### config.mk
export PLATFORM = sky130hd
export DESIGN_NAME = ann_weight_loader
export DESIGN_NICKNAME = d
export VERILOG_FILES = /design/src/rtl/ann_weight_loader.sv
export SDC_FILE = /design/constraint.sdc
export NUM_CORES = 1
export LEC_CHECK = 0
export ABC_AREA = 1
export CORE_MARGIN = 2
export CORE_UTILIZATION = 55
export DETAILED_ROUTE_END_ITERATION = 10
export DONT_BUFFER_PORTS = 1
export PLACE_DENSITY = 0.76
export SLEW_MARGIN = 10
export SYNTH_ARGS = -nofsm -noshare
export SYNTH_HDL_FRONTEND = slang
export SYNTH_SLANG_ARGS = --single-unit
### constraint.sdc
create_clock -name clk -period 4.7 [get_ports clk]
set_input_delay 0.94 -clock clk [delete_from_list [all_inputs] [get_ports clk]]
set_output_delay 0.94 -clock clk [all_outputs]
set_load 0.02 [all_outputs]
### src/rtl/ann_weight_loader.sv
// Fetches one coefficient or image block from external memory, one outstanding
// read at a time, and streams each word into the ANN weight/image buffer.
module ann_weight_loader #(
  parameter int FIRST_LAYER  = 16,
  parameter int SECOND_LAYER = 8,
  parameter int THIRD_LAYER  = 10,
  parameter int IMAGE_SIZE   = 64,
  parameter int DATA_WIDTH   = 16,
  parameter int ADDR_WIDTH   = 16,
  parameter logic [ADDR_WIDTH-1:0] IMG_BASE = ADDR_WIDTH'('h0000),
  parameter logic [ADDR_WIDTH-1:0] L0_BASE  = ADDR_WIDTH'('h0040),
  parameter logic [ADDR_WIDTH-1:0] L1_BASE  = ADDR_WIDTH'('h0440),
  parameter logic [ADDR_WIDTH-1:0] L2_BASE  = ADDR_WIDTH'('h04C0),
  parameter int TIMEOUT      = 255
) (
  input  logic                  clk,
  input  logic                  rst,
  input  logic                  request_coef,
  input  logic [1:0]            coef_select,
  input  logic                  start_detecting,
  output logic                  mem_read,
  output logic [ADDR_WIDTH-1:0] mem_addr,
  input  logic                  mem_rvalid,
  input  logic [DATA_WIDTH-1:0] mem_rdata,
  output logic                  wr_en,
  output logic [10:0]           wr_addr,
  output logic [DATA_WIDTH-1:0] wr_data,
  output logic [1:0]            coef_set,
  output logic                  busy,
  output logic                  image_weights_loaded,
  output logic                  load_error
);

  localparam int CW = 11;
  localparam int TW = (TIMEOUT < 2) ? 1 : $clog2(TIMEOUT + 1);

  localparam logic [CW-1:0] LAST_IMG = CW'(IMAGE_SIZE - 1);
  localparam logic [CW-1:0] LAST_L0  = CW'(FIRST_LAYER * IMAGE_SIZE - 1);
  localparam logic [CW-1:0] LAST_L1  = CW'(SECOND_LAYER * FIRST_LAYER - 1);
  localparam logic [CW-1:0] LAST_L2  = CW'(THIRD_LAYER * SECOND_LAYER - 1);

  typedef enum logic [2:0] {
    S_IDLE, S_ISSUE, S_WAIT_DATA, S_WRITE, S_DONE, S_ERROR
  } state_e;

  state_e                  state_q, state_d;
  logic [CW-1:0]           count_q, count_d;
  logic [TW-1:0]           tmo_q, tmo_d;
  logic [1:0]              coef_set_q, coef_set_d;
  logic [DATA_WIDTH-1:0]   data_q, data_d;

  logic [ADDR_WIDTH-1:0]   blk_base;
  logic [CW-1:0]           blk_last;
  logic [TW-1:0]           tmo_inc;

  always_ff @(posedge clk) begin
    // NOTE: sequential state uses non-blocking assignments so every flop samples pre-edge values.
    if (rst) begin
      state_q    <= S_IDLE;
      count_q    <= '0;
      tmo_q      <= '0;
      coef_set_q <= '0;
      data_q     <= '0;
    end else begin
      state_q    <= state_d;
      count_q    <= count_d;
      tmo_q      <= tmo_d;
      coef_set_q <= coef_set_d;
      data_q     <= data_d;
    end
  end

  // Block geometry follows the latched select, never the live input.
  always_comb begin
    blk_base = IMG_BASE;
    blk_last = LAST_IMG;
    case (coef_set_q)
      2'b00:   begin blk_base = L0_BASE;  blk_last = LAST_L0;  end
      2'b01:   begin blk_base = L1_BASE;  blk_last = LAST_L1;  end
      2'b10:   begin blk_base = L2_BASE;  blk_last = LAST_L2;  end
      default: begin blk_base = IMG_BASE; blk_last = LAST_IMG; end
    endcase
  end

  assign tmo_inc = tmo_q + TW'(1);

  always_comb begin
    // NOTE: every comb output gets a default first, so no path can infer a latch.
    state_d    = state_q;
    count_d    = count_q;
    tmo_d      = tmo_q;
    coef_set_d = coef_set_q;
    data_d     = data_q;
    case (state_q)
      S_IDLE: begin
        if (request_coef) begin
          coef_set_d = coef_select;
          count_d    = '0;
          state_d    = S_ISSUE;
        end else if (start_detecting) begin
          coef_set_d = 2'b11;
          count_d    = '0;
          state_d    = S_ISSUE;
        end
      end
      S_ISSUE: begin
        tmo_d   = '0;
        state_d = S_WAIT_DATA;
      end
      S_WAIT_DATA: begin
        if (mem_rvalid) begin
          data_d  = mem_rdata;
          state_d = S_WRITE;
        end else begin
          tmo_d = tmo_inc;
          if (tmo_inc == TW'(TIMEOUT)) state_d = S_ERROR;
        end
      end
      S_WRITE: begin
        if (count_q == blk_last) begin
          state_d = S_DONE;
        end else begin
          count_d = count_q + CW'(1);
          state_d = S_ISSUE;
        end
      end
      S_DONE:  state_d = S_IDLE;
      S_ERROR: state_d = S_IDLE;
      default: state_d = S_IDLE;
    endcase
  end

  // Outputs decode registered state only; address/data buses rest at zero.
  always_comb begin
    mem_read             = 1'b0;
    mem_addr             = '0;
    wr_en                = 1'b0;
    wr_addr              = '0;
    wr_data              = '0;
    image_weights_loaded = 1'b0;
    load_error           = 1'b0;
    busy                 = (state_q != S_IDLE);
    case (state_q)
      S_ISSUE: begin
        mem_read = 1'b1;
        mem_addr = blk_base + ADDR_WIDTH'(count_q);
      end
      S_WRITE: begin
        wr_en   = 1'b1;
        wr_addr = count_q;
        wr_data = data_q;
      end
      S_DONE:  image_weights_loaded = 1'b1;
      S_ERROR: load_error = 1'b1;
      default: ;
    endcase
  end

  assign coef_set = coef_set_q;

endmodule

==> qor.txt <==
Worst R2R Setup Slack: 2600 ps
Post-Place Setup Slack: 1780 ps
Top cells by area, synth: dfxtp_1, nand2_1, nor2_1
TritonCTS buffer count: 5
Cells after Synth: 384
Pwr/cell area: 345 nW/um2
Crit Path Max Fanout: 4
Clock Tree Root: clkbuf_8
Data required, critical path: 3760 ps
Syn Area/Cell: 6.41 um2
Clock sinks: 40
Fin nets: 408
Critical path type: reg2out
Post-DP HPWL: 3880 um
Fin util: 59.0%
Post-synth EDFFs: 0
GRT overflow: 0
Die ar.: 5020 um2
Chip Width: 70.9 um
Leak: 0.928 nW
Largest net degree at the start of global routing: 34
Sw frac: 34.7%
Critical R2R Launch: coef_set[1]
Combinational Power Share: 22.6%
Period utilisation layout: 68.7%
Initial Util: 56.9%
Total number of yosys warnings: 0
Largest area contributor in the netlist: dfxtp_1
CTS resizes: 0
Syn-to-layout area delta: 3.76%
CTS tree: built
Critical Path AT: 2290 ps
Wire per inst: 12.4 um
GRT Util Overall: 21.2%
Int Pwr: 576 uW
Critical Path Sink Type: output port
Max-Cap Viols: 0
Clock latency on the worst-skew pair: 290 ps
Synth unique cells: 35
Top-area cell type share of the netlist area: 32.6%
Minimum clock period: 3230 ps
PnR worst setup slack: 1470 ps
Global-route wire length before repair: 8750 um
Synth Register Bits: 40
H-Tree Depth: 2
Post-CTS Hold Buffers: 0
Vias: 2273
IO Port Bufs: 0
Top FF cell, synth: dfxtp_1
Initial antenna violation count: 0
Worst Hold Class: reg2reg
Total wire length after detailed routing: 5310 um
Max Fclk: 0.310 GHz
Relative slew slack: 32.9%
RSZ-0062 raised after global routing: no
Initial drt markers: 99
Fin. Hold Viols: 0
Reg2reg end: count_q[0]
Core footprint: 4320 um2
Worst r2r path cells: 11
Worst-path clk slew: 90 ps
Layout cell share with drive strength beyond 1: 7.45%
Worst Hold Launch: data_q[7]
DRT Pass-1 Iters: 4
FFs w/ async S/R, synth: 0%
Seq/Total Area, Yosys: 32.6%
Share of power burned in registers: 44.5%
Detail-routed via count per cell: 5.31
Min-Delay Endpoint: data_q[7]
Synthesized cell area: 2460 um2
Run status: completed
Clock share of power: 32.9%
Hold path depth: 2
Residual DRC: 0
I/O pin count: 73
Row cnt: 24
Diodes inserted: 0
Switching pwr: 306 uW
Vias in the first global route: 1952
Final number of setup-violating endpoints: 0
Hold Slack: 456 ps
Die Y: 70.9 um
Final Max Tran Viols: 0
CP Launch Type: flop
Routed Antenna Nets: 0
Max clock buf depth: 2
VDD IR max: 0.220 mV
Setup_tns: 0 ps
Top cells by count, synth: nand2_1, nor2_1, inv_1
Tightest Pin Transition: 1000 ps
Placer Congestion: 0.809
Setup bufs post-CTS: 0
Setup Skew: 7.36 ps
## power groups by stage
stage                     sequential [mW]  combinational [mW]  clock, mW
after floorplan                     0.391               0.182          0
after global placement              0.398               0.195          0
after detailed placement            0.400               0.199          0
after CTS                           0.392               0.200      0.293
after global routing                0.396               0.226      0.309
final                               0.392               0.200      0.290
## cells in the final DEF, fill, tap and decap left out, types with 4 or more instances in the layout
cell type,Yosys,final
nand2_1,72,72
nor2_1,72,72
inv_1,50,50
dfxtp_1,40,40
a21oi_1,37,37
o21ai_0,22,22
nand3_1,16,16
ha_1,9,9
inv_2,6,6
nor3_1,5,5
nand4_1,5,5
xor2_1,5,5
clkbuf_8,0,5
conb_1,1,4
## sequential cells by signal, summed over array words and instances, names as in the netlist
name      count
coef_set      2
count_q      11
state_q       3
tmo_q         8
data_q       16
## worst max-delay path by stage
stage / start / endpoint / slack (ps) / cells past startpoint
6_report: coef_set[0] / mem_addr[9] / 1470 / 7
5_1_grt: coef_set[0] / mem_addr[9] / 1330 / 7
4_1_cts: coef_set[0] / mem_addr[9] / 1450 / 7
3_5_place_dp: coef_set[0] / mem_addr[9] / 1780 / 7
3_3_place_gp: coef_set[0] / mem_addr[9] / 1830 / 7
2_1_floorplan: coef_set[0] / mem_addr[9] / 1930 / 7
## stage by stage
stage               power [mW]  instances  instance area (um2)
floorplan                0.572        387                 2470
global placement         0.593        420                 2440
detailed placement       0.599        420                 2440
CTS                      0.885        428                 2550
global route             0.931        428                 2550
finish                   0.882        428                 2550
## metal layers
metal	track usage (%)	vias up	share of wire (%)
li1	-	1182	-
met5	0	-	0
met2	34.2	72	46
met4	5.03	0	0.60
met1	29.8	1015	48
met3	3.85	4	5.7
## worst max-delay path, stage by stage, from the launching register on
cell,delay (ps)
dfxtp_1,480
inv_1,130
ha_1,290
ha_1,300
a21o_1,170
nand2_1,50
nor2_1,60
nor3_1,530
## area by class of cell
class	instances	area, um2
clock buffer	5	68.8
multi-input combinational	271	1350
sequential	40	801
fill	451	1770
clock inverter	3	47.5
inverter	57	216
tap	52	65.1
## cells by family after synthesis
logic type / share of synthesized area [%]
flops: 32.6
other cells: 0.152
buf+inv: 12.9
simple gates: 32.0
compound gates: 15.2
xor+xnor: 1.78
fa+ha+maj: 5.39
Note: power is estimated with default switching activity, not from simulation.
